==> src/rtl/sched_pkg.sv <==
// Shared definitions for the ingress round-robin burst scheduler and later egress arbiters.
package sched_pkg;

    typedef enum logic [1:0] {
        IDLE   = 2'd0,
        XFER   = 2'd1,
        SETTLE = 2'd2
    } sched_state_e;

    // Width of a port index; a single-port arbiter still needs one bit.
    function automatic int port_w(input int n);
        return (n > 32'sd1) ? $clog2(n) : 32'sd1;
    endfunction

    function automatic bit burst_len_ok(input int burst_len, input int lvl_bit);
        return (burst_len >= 32'sd1) && (burst_len <= (32'sd1 << lvl_bit));
    endfunction

endpackage

==> src/rtl/rr_pick.sv <==
// Combinational round-robin picker: first requesting index after last_grant, wrapping.
module rr_pick
    import sched_pkg::*;
#(
    parameter  int PORT_NUM = 4,
    localparam int PW       = port_w(PORT_NUM)
) (
    input  logic [PORT_NUM-1:0] req,
    input  logic [PW-1:0]       last_grant,
    output logic [PW-1:0]       grant,
    output logic                any
);

    logic [PW-1:0] idx_s;

    // Scan farthest-to-nearest so the nearest requester after last_grant wins.
    always_comb begin
        grant = {PW{1'b0}};
        any   = 1'b0;
        idx_s = {PW{1'b0}};
        for (int k = PORT_NUM; k >= 1; k--) begin
            idx_s = PW'((int'(last_grant) + k) % PORT_NUM);
            if (req[idx_s]) begin
                grant = idx_s;
                any   = 1'b1;
            end else begin
                grant = grant;
                any   = any;
            end
        end
    end

endmodule

==> src/rtl/fifo_rr_sched.sv <==
// Round-robin burst scheduler draining several dc_fifo read sides into one
// registered valid/ready stream tagged with port id and burst delimiters.
module fifo_rr_sched
    import sched_pkg::*;
#(
    parameter  int PORT_NUM  = 4,
    parameter  int DATA_BIT  = 16,
    parameter  int LVL_BIT   = 2,
    parameter  int BURST_LEN = 4,
    localparam int PW        = port_w(PORT_NUM)
) (
    input  logic                         clk,
    input  logic                         rst,
    input  logic [PORT_NUM-1:0]          fifo_empty,
    input  logic [PORT_NUM*LVL_BIT-1:0]  fifo_rd_cnt,
    input  logic [PORT_NUM*DATA_BIT-1:0] fifo_rd_data,
    output logic [PORT_NUM-1:0]          fifo_rd_en,
    output logic [DATA_BIT-1:0]          out_data,
    output logic [PW-1:0]                out_port,
    output logic                         out_sop,
    output logic                         out_eop,
    output logic                         out_valid,
    input  logic                         out_ready,
    output logic                         busy
);

    // An illegal burst length falls back to the FIFO depth rather than producing an unreachable eop.
    localparam int BURST_EFF = burst_len_ok(BURST_LEN, LVL_BIT) ? BURST_LEN : (32'sd1 << LVL_BIT);
    localparam int CW        = $clog2(BURST_EFF) + 1;

    sched_state_e          state_r, state_n;
    logic [PW-1:0]         grant_r, last_grant_r;
    logic [CW-1:0]         cnt_r, len_r;
    logic [DATA_BIT-1:0]   out_data_r;
    logic [PW-1:0]         out_port_r;
    logic                  out_sop_r, out_eop_r, out_valid_r, busy_r;

    logic [PW-1:0]         pick_s;
    logic                  any_s;
    logic [LVL_BIT-1:0]    lvl_s;
    logic [CW-1:0]         len_n_s;
    logic                  pop_s, last_s;
    logic [PORT_NUM-1:0]   rd_en_s;

    rr_pick #(.PORT_NUM(PORT_NUM)) u_rr_pick (
        .req        (~fifo_empty),
        .last_grant (last_grant_r),
        .grant      (pick_s),
        .any        (any_s)
    );

    // Burst length for the candidate port; a full FIFO wraps its level to zero.
    always_comb begin
        lvl_s = fifo_rd_cnt[pick_s*LVL_BIT +: LVL_BIT];
        if (lvl_s == {LVL_BIT{1'b0}}) begin
            len_n_s = CW'(BURST_EFF);
        end else if (int'(lvl_s) >= BURST_EFF) begin
            len_n_s = CW'(BURST_EFF);
        end else begin
            len_n_s = CW'(lvl_s);
        end
    end

    // Pop strobe: only in XFER, only when the granted FIFO has data and the output slot frees.
    always_comb begin
        pop_s   = (state_r == XFER) && !rst && !fifo_empty[grant_r] && (!out_valid_r || out_ready);
        last_s  = ((cnt_r + CW'(1)) == len_r);
        rd_en_s = {PORT_NUM{1'b0}};
        if (pop_s) begin
            rd_en_s[grant_r] = 1'b1;
        end else begin
            rd_en_s = {PORT_NUM{1'b0}};
        end
    end

    // Next-state logic.
    always_comb begin
        state_n = state_r;
        case (state_r)
            IDLE: begin
                if (any_s) state_n = XFER;
                else       state_n = IDLE;
            end
            XFER: begin
                if (pop_s && last_s) state_n = SETTLE;
                else                 state_n = XFER;
            end
            SETTLE:  state_n = IDLE;
            default: state_n = IDLE;
        endcase
    end

    // State register and registered busy flag.
    always_ff @(posedge clk) begin
        if (rst) begin
            state_r <= IDLE;
            busy_r  <= 1'b0;
        end else begin
            state_r <= state_n;
            busy_r  <= (state_n != IDLE);
        end
    end

    // Grant/length latch and the output register stage.
    always_ff @(posedge clk) begin
        if (rst) begin
            grant_r      <= {PW{1'b0}};
            last_grant_r <= PW'(PORT_NUM - 1);
            cnt_r        <= {CW{1'b0}};
            len_r        <= {CW{1'b0}};
            out_data_r   <= {DATA_BIT{1'b0}};
            out_port_r   <= {PW{1'b0}};
            out_sop_r    <= 1'b0;
            out_eop_r    <= 1'b0;
            out_valid_r  <= 1'b0;
        end else begin
            if ((state_r == IDLE) && any_s) begin
                grant_r      <= pick_s;
                last_grant_r <= pick_s;
                len_r        <= len_n_s;
                cnt_r        <= {CW{1'b0}};
            end
            if (pop_s) begin
                out_data_r  <= fifo_rd_data[grant_r*DATA_BIT +: DATA_BIT];
                out_port_r  <= grant_r;
                out_sop_r   <= (cnt_r == {CW{1'b0}});
                out_eop_r   <= last_s;
                out_valid_r <= 1'b1;
                cnt_r       <= cnt_r + CW'(1);
            end else if (out_valid_r && out_ready) begin
                out_valid_r <= 1'b0;
            end
        end
    end

    assign fifo_rd_en = rd_en_s;
    assign out_data   = out_data_r;
    assign out_port   = out_port_r;
    assign out_sop    = out_sop_r;
    assign out_eop    = out_eop_r;
    assign out_valid  = out_valid_r;
    assign busy       = busy_r;

endmodule

==> config.mk <==
export PLATFORM = sky130hd
export DESIGN_NAME = fifo_rr_sched
export DESIGN_NICKNAME = d
export VERILOG_FILES = /design/src/rtl/sched_pkg.sv /design/src/rtl/rr_pick.sv /design/src/rtl/fifo_rr_sched.sv
export SDC_FILE = /design/constraint.sdc
export NUM_CORES = 1
export LEC_CHECK = 0
export CAP_MARGIN = 20
export CORE_MARGIN = 8
export CORE_UTILIZATION = 40
export DETAILED_ROUTE_END_ITERATION = 6
export PLACE_DENSITY_LB_ADDON = 0.15
export SETUP_SLACK_MARGIN = 0.4
export SLEW_MARGIN = 20
export SYNTH_ARGS = -nofsm -noshare
export SYNTH_HDL_FRONTEND = slang
export SYNTH_HIERARCHICAL = 1
export SYNTH_SLANG_ARGS = --single-unit
==> constraint.sdc <==
create_clock -name clk -period 2.5 [get_ports clk]
set_clock_uncertainty 0.15 [all_clocks]
set_input_delay 0.375 -clock clk [delete_from_list [all_inputs] [get_ports clk]]
set_output_delay 0.375 -clock clk [all_outputs]
set_load 0.005 [all_outputs]
* Word level (Yosys, flattened, before mapping)
Cells that the tools add are included.
** Word-level totals
- Bits in registers :: 34
- Input bits :: 79
- Output and inout bits :: 26
- Word-level logic and storage cells :: 73
** Operators by class
- $add $sub $neg :: 5
- Order comparisons :: 6
- Equal/unequal tests :: 2
- Shifts and indexed selects :: 2
- Multiplexer cells :: 29
- Bitwise gates (word level) :: 1
- Reductions and logical operators :: 17
** Operator list (count)
- $shiftx 64x7->16 :: 1
- $lt 2x3->1 const B :: 5
- $mux 1 :: 13
- $bmux 1 s2 :: 5
- $mux 2 :: 5
- $mux 3 :: 3
- $shiftx 8x4->2 :: 1
- $logic_and 1x1->1 :: 7
- $reduce_bool 2->1 :: 3
- $add 2x1->2 const B :: 2
- $add 2x2->2 const B :: 2
- $logic_not 2->1 :: 2
- $mux 4 :: 1
- $not 4->4 :: 1
- $pmux 2 s2 :: 1
- $add 3x1->3 const B :: 1
- $eq 3x3->1 :: 1
- $logic_not 1->1 :: 3
- $logic_not 3->1 :: 1
- $demux 1 s2 :: 1
- $eq 2x1->1 const B :: 1
- $ge 2x1->1 const B :: 1
- $logic_or 1x1->1 :: 1

* Depth between registers and ports, before layout
Gate-level depths: netlist of the first run.
- Depth after elaboration :: 10
- Mapped depth :: 7

* Modules after synthesis
Netlist of the first run, hierarchy kept.
** By module, submodules not included
- fifo_rr_sched :: times used 1, cells an instance 163, area each 1906.8 um^2, sequential area each 680.7 um^2
- rr_pick :: times used 1, cells an instance 14, area each 91.3 um^2, sequential area each 0.0 um^2

* Least setup slack after synthesis of the first run
No wires, ideal clock.
- Kind :: input port to flip-flop
- Start :: in fifo_empty[2]
- End :: reg len_r[2]
- Setup time :: 0.070 ns
- Arrival time :: 1.891 ns
- Data required time :: 2.280 ns
- Setup slack :: 0.388 ns
- Stages :: 7
- Path through :: inv_1 > and2b_1 > a21oi_2 > o221ai_2 > mux4_2 > or3_1 > a21oi_1
** Between the ends
- Longest elaborated chain between the ends :: 10
- Elaborated cells between the ends (all ways) :: 21
- Those cells by class :: shift: 1; mux: 17; bitwise: 1; reduce/logical: 2
** Ends and longest elaborated chain
- start: declaration :: line fifo_rr_sched.sv:14 : input logic [PORT_NUM-1:0] fifo_empty,
- $not 4->4 (*) :: line fifo_rr_sched.sv:46 : .req (~fifo_empty),
- $bmux 1 s2 :: line rr_pick.sv:23 : if (req[idx_s]) begin
- $mux 1 (implied by the code) :: line rr_pick.sv:23
- $mux 2 (3 in a row) :: line rr_pick.sv:23
- $mux 2 (*) :: line rr_pick.sv:23
- named net pick_s[0] :: line fifo_rr_sched.sv:38 : logic [PW-1:0] pick_s;
- $shiftx 8x4->2 (*) :: line fifo_rr_sched.sv:54 : lvl_s = fifo_rd_cnt[pick_s*LVL_BIT +: LVL_BIT];
- $logic_not 2->1 (*) :: line fifo_rr_sched.sv:55 : if (lvl_s == {LVL_BIT{1'b0}}) begin
- $mux 3 (*) :: line fifo_rr_sched.sv:55
- end signal: assignment :: line fifo_rr_sched.sv:110 : len_r <= {CW{1'b0}};
- end signal: assignment :: line fifo_rr_sched.sv:120 : len_r <= len_n_s;
- end: declaration :: line fifo_rr_sched.sv:33 : logic [CW-1:0] cnt_r, len_r;
Mark *: on every way through the listed nets, which the timed path passes. The rest lies on a longest branch. The select of a mux whose other input is x is not followed.
A chain may end at the register's enable or synchronous reset.

* Final worst setup path of the first run
- Start :: reg state_r[0]
- End :: out fifo_rd_en[3]
** Between the ends
- Longest elaborated chain between the ends :: 5
** Ends and longest elaborated chain
- start: declaration :: line fifo_rr_sched.sv:31 : sched_state_e state_r, state_n;
- start signal: assignment :: line fifo_rr_sched.sv:99 : state_r <= state_n;
- $eq 2x1->1 :: line fifo_rr_sched.sv:66 : pop_s = (state_r == XFER) && !rst && !fifo_empty[grant_r] && (!out_valid_r || out_ready);
- $logic_and 1x1->1 (3 in a row) :: line fifo_rr_sched.sv:66
- $mux 4 :: line fifo_rr_sched.sv:69 : if (pop_s) begin
- end: declaration :: line fifo_rr_sched.sv:17 : output logic [PORT_NUM-1:0] fifo_rd_en,
Every way passes these cells.

==> impl_metrics.json, run 1 <==
{
  "place_hpwl_mm": 4.73,
  "root_buffer": "clkbuf_8",
  "whs_ps": 314,
  "cts.sinks": 34,
  "synthFlopType": "dfxtp_1",
  "slew_headroom_pct": 77.4,
  "worst_path_largest_cell_delay_ps": 370,
  "status": "complete, no violations",
  "ant_nets": 0,
  "area_delta_synth_final_pct": 69.8,
  "firstDrtPassIters": 4,
  "powerDensity_nw_per_um2": 449,
  "max_freq_ghz": 0.462,
  "cts_hold_buf": 0,
  "maxSlewViolCount": 0,
  "grt_max_degree": 32,
  "synth_seq_area_share_pct": 34.1,
  "synth_fp_nets": 258,
  "p_total_mw": 1.52,
  "drive_above_1_share_pct": 32.1,
  "start_util_pct": 41.8,
  "synth_common_cells": "34 x dfxtp_1, 20 x nor2b_1, 19 x mux4_2",
  "final_cells": 369,
  "drc_errors": 0,
  "drv_cap": 0,
  "place_inst": 356,
  "synth_area_leaders": "dfxtp_1 34%, mux4_2 21%, mux2_2 9.6%",
  "synth_edf_count": 0,
  "synthesis.area_um2": 2000,
  "postSynth.asyncResetShare_pct": 0,
  "crit_arrival_ps": 1640,
  "crit_required_ps": 1980,
  "grt_setup_unrepaired": "yes",
  "postSynthCellCount": 177,
  "min_period_ps": 2160,
  "fin_util_pct": 70.9,
  "grt_first_pass_wirelength_mm": 9.29,
  "fin_nets": 382,
  "cp_slowest_cell": "or3b_4",
  "setup_viol": 0,
  "hp-class": "flip-flop to flip-flop",
  "cts_max_path_buffers": 2,
  "cp_num_cells": 4,
  "cp_top_family": "simple AND/OR/NAND/NOR gates",
  "multi_input_area_um2": 1300,
  "grt_pass1_vias": 1972,
  "synth_area_leader_cell": "dfxtp_1",
  "dieArea_um2": 7510,
  "io_pins": 105,
  "h-tree-depth": 2,
  "min_path_cells": 2,
  "finalHoldViolCount": 0,
  "die_height_um": 86.7,
  "final.setup.tns_ps": 0,
  "wirelength_mm": 5.91,
  "dp_worst_setup_slack_ps": -505,
  "design_area_um2": 3390,
  "path_class": "flip-flop to primary output",
  "synthDominantCellAreaShare_pct": 34.1,
  "drt_iter0_markers": 37,
  "start_kind": "flip-flop",
  "routedWlPerCell_um": 16.0,
  "leakage_nw": 1.31,
  "rows": 25,
  "ys_warn_count": 6,
  "regArea_um2": 688,
  "vias": 1838,
  "antenna_cells": 0,
  "core_um2": 4790,
  "path_max_fanout": 4,
  "post-synth-top-count-cell": "dfxtp_1",
  "worst_pin_slew_ps": 339,
  "portBuffers": 104,
  "avgSynthCellArea_um2": 11.3,
  "clock_latency_ps": 270,
  "clkSlewWorstSetupHoldPaths_ps": 70,
  "ys_types": 37,
  "r2r_cells": 6,
  "peakVddDrop_uv": 271,
  "end_kind": "primary output",
  "numCtsBuffers": 5,
  "critical_path_buf_inv_count": 1,
  "path_cells": "or3b_4 -> or2_4 -> nor4bb_1 -> buf_2",
  "track_usage_pct": 15.5,
  "cts_tree": "built",
  "fin_crit_sh_pct": 86.5,
  "synth_seq_cells": 34,
  "grt.overflow.total": 0,
  "antenna_found_initial": 0,
  "detail_route.vias_per_cell": 4.98,
  "fin_ws_ps": 336,
  "place_area_um2": 3210,
  "die_w_um": 86.7,
  "num-fill-cells": 380,
  "place_congestion": 0.754
}
final timing paths:
| check | startpoint | to | slack (ps) |
|---|---|---|---|
| max reg2reg | last_grant_r[1] | len_r[2] | 400 |
| min reg2reg | out_sop | out_sop | 310 |
| max | state_r[0] | fifo_rd_en[3] | 340 |
| min | out_sop | out_sop | 310 |
worst min-delay path, delay by kind of cell (launching register included):
kind | cells | cell delay, ps
mux | 1 | 50
flops | 1 | 310
simple gates | 1 | 50
metal layers:
layer  GRT usage, %  routed length, um  share of wire [%]  vias to the layer above
li1               -                  -                  -                      892
met1           17.4               2380                 40                      874
met2           26.5               3010                 51                       66
met3           6.24                452                7.7                        6
met4           3.91                 56               0.95                        0
met5              0                  0                  0                        -
placed cells by master (no fill, tap or decap), types with 2 or more instances in the layout:
cell / n
a21oi_1: 7
a21oi_2: 3
a31oi_1: 2
buf_2: 4
buf_4: 23
clkbuf_2: 2
clkbuf_8: 6
clkdlybuf4s50_1: 95
dfxtp_1: 30
dfxtp_2: 3
dlygate4sd2_1: 2
ha_1: 2
inv_1: 4
inv_2: 4
mux2_1: 3
mux2_2: 17
mux2i_1: 2
mux4_2: 19
nand2_1: 13
nand2b_1: 4
nand2b_4: 2
nor2_1: 3
nor2b_1: 20
nor3_1: 2
nor3b_1: 2
or4_1: 2
flip-flops by register name, summed over array words and instances, names as in the netlist:
signal and cells:
out_port 2, state_r 2, cnt_r 3, out_data 16, out_sop 1, grant_r 2, busy 1, len_r 3
last_grant_r 2, out_valid 1, out_eop 1
layout make-up:
type / count / area share (%)
clock buffer: 7 / 2.54
sequential: 34 / 20.3
clock inverter: 1 / 0.147
tap: 67 / 2.47
multi-input combinational: 124 / 38.2
timing repair buffer: 128 / 35.4
inverter: 8 / 0.885
power by group:
| part | switching [mW] | internal [mW] | leakage [nW] |
|---|---|---|---|
| clock network | 0.183 | 0.222 | 0.0482 |
| registers | 0.0319 | 0.589 | 0.280 |
| logic | 0.160 | 0.337 | 0.984 |
| total | 0.375 | 1.15 | 1.31 |
logic make-up after synthesis:
family | share of synthesized area, %
AOI/OAI and AO/OA | 5.26
and+or+nand+nor | 18.4
muxes | 34.2
adders and majority gates | 1.25
buffers and inverters | 4.76
xor gates and xnor gates | 2.07
DFF | 34.1
repair_timing:
item	in CTS	in global routing
pin swaps	4	4
gates cloned	0	0
buffers inserted	2	3
resized for setup	37	11
endpoints found under the setup margin	28	26
(Power assumes the default switching activity.)
==> run 2, diff against run 1 <==
--- a/config.mk
+++ b/config.mk
@@ -9,6 +9,7 @@
 export CORE_MARGIN = 8
 export CORE_UTILIZATION = 40
 export DETAILED_ROUTE_END_ITERATION = 6
+export HOLD_SLACK_MARGIN = 0.05
 export PLACE_DENSITY_LB_ADDON = 0.15
 export SETUP_SLACK_MARGIN = 0.4
 export SLEW_MARGIN = 20
==> results of run 2 <==
The final DEF is identical to that of run 1; final timing and power are the same.
==> run 3, diff against run 2 <==
--- a/config.mk
+++ b/config.mk
@@ -12,7 +12,7 @@
 export HOLD_SLACK_MARGIN = 0.05
 export PLACE_DENSITY_LB_ADDON = 0.15
 export SETUP_SLACK_MARGIN = 0.4
-export SLEW_MARGIN = 20
+export SLEW_MARGIN = 5
 export SYNTH_ARGS = -nofsm -noshare
 export SYNTH_HDL_FRONTEND = slang
 export SYNTH_HIERARCHICAL = 1
==> results of run 3 <==
The final DEF is identical to that of run 1; final timing and power are the same.
==> edit: new RTL, config.mk and constraints of run 1 <==
Set the parameter `BURST_LEN` to 2 (it was 4).
--- a/src/rtl/fifo_rr_sched.sv
+++ b/src/rtl/fifo_rr_sched.sv
@@ -8,3 +8,3 @@
     parameter  int LVL_BIT   = 2,
-    parameter  int BURST_LEN = 4,
+    parameter  int BURST_LEN = 2,
     localparam int PW        = port_w(PORT_NUM)
Behaviour: not the same (a bounded check fails within 4 cycles, from zero or initial values and one cycle with rst high).
==> edit against run 1 <==
- combinational power grew 73%
- wire length shrank 5.0%
- setup slack lost 0.20 ns
- utilization shrank 4.2 points
- design area shrank 8.4%
- power grew 24%
- sequential cell count shrank 2
- synthesized area shrank 4.2%
- critical endpoint is now fifo_rd_en[1]
- largest cell class unchanged
==> edit: results (changes against run 1) <==
Finish
  • Layout Nets: 357 (-6.5%)
  • Max FFs per register: 16 (unchanged)
  • Share of cells above drive strength 1: 0.247 (-0.0739)

Detailed routing
  • Router iterations before antenna repair: 4 (unchanged)
  • Remaining DRCs: 0 (unchanged)
  • Vias per std cell: 5.16 (+3.5%)
  • Initial DRC count: 58 (+57%)
  • Drt total wl: 5.61 mm (-5.0%)

Power and ir drop
  • Power Internal: 1340 µW (+17%)
  • Comb pwr: 859 µW (+73%)
  • Seq power: 673 µW (+8.4%)
  • Lkg Pwr: 0.00126 µW (-3.7%)
  • Peak supply drop: 0.334 mV (+23%)

Clocking
  • Maximum root-to-sink buffer count: 2 (unchanged)
  • Number of setup buffers added after CTS: 1 (-1)
  • CTS resizes: 26 (-30%)
  • Worst-Skew Late Latency: 0.27 ns (about the same)

Setup path
  • CP Launch Point: grant_r[0]
  • FF-to-FF path depth: 4 (-2)
  • FF-to-FF setup slack: 0.35 ns (-0.05 ns)
  • Worst Setup EP: fifo_rd_en[1]
  • CP arrival: 1.84 ns (+0.20 ns)
  • R2R Path End: out_data[10]

Global routing
  • GRT Total Usage: 0.158 (+0.00302)
  • First-pass GRT wire length: 9.23 mm (-0.67%)
  • Number of global-route vias before repair: 1,837 (-6.8%)
  • Pin count of the biggest net entering global routing: 30 (-6.3%)

Yosys
  • Synth Area in Adders: 0.00654 (-0.00599)
  • Asr flop ratio synth: 0 (unchanged)
  • XOR/XNOR Fraction of Synth Area: 0.00915 (-0.0115)
  • Synth Area in Compound Gates: 0.0654 (+0.0128)
  • Syn_nets: 247 (-4.3%)
  • Distinct cell type count after synthesis: 36 (-2.7%)
  • Top post-synthesis cells by area: dfxtp_1, mux4_2, mux2_4, nor2b_1, mux2_2
  • Synth top cells by count: dfxtp_1, nor2b_1, mux4_2
  • Sequential area share after synthesis: 0.335 (-0.00600)
  • Synth warnings: 6 (unchanged)
  • Fraction of synthesized area in multiplexers: 0.359 (+0.0176)

STA
  • Final Cycle Share: 0.946 (+0.0809)
  • Slew HR: 0.754 (-0.0200)

Worst hold path
  • Min-delay src: out_eop
  • Hold endpoint: out_eop

Placed design
  • Buffers on Ports: 104 (unchanged)
  • Dpl ws: -0.462 ns (+0.0428 ns)
  • Detailed Place HPWL: 4.46 mm (-5.6%)
  • Gp weighted congestion: 0.838 (+11%)

Outcome
  • Status: finished, final reports clean
## edit: per-stage QoR
step	total power [µW]	cells	instance area, µm²	hold slack (ns)	setup TNS, ns
2_1_floorplan	1170	167	1930	0.310	0
3_3_place_gp	1520	322	3030	0.315	-3.94
3_5_place_dp	1540	322	3030	0.339	-4.21
4_1_cts	1900	328	3100	0.347	0
5_1_grt	2000	329	3110	0.368	0
6_report	1890	329	3110	0.336	0
## edit: layout make-up
cell class              instances  area, µm²
clock buffers                   5       68.8
fillers                       392       1550
inverters                      10       37.5
multi-input cells             113       1190
flip-flops and latches         32        642
well taps                      54       67.6
repair buffers                115       1100
## edit: critical path: stages, from the launching register on
cell and delay [ns]:
dfxtp_2 0.34, mux4_2 0.55, or3_4 0.38, nor3b_2 0.16, buf_2 0.13
## edit: per-layer routing
metal / track usage / up-vias / part of all wire
met1: 0.182 / 810 / 0.41
met2: 0.285 / 62 / 0.53
met4: 0.0340 / 0 / 0.0061
li1: - / 820 / -
met3: 0.0396 / 4 / 0.058
met5: 0 / - / 0
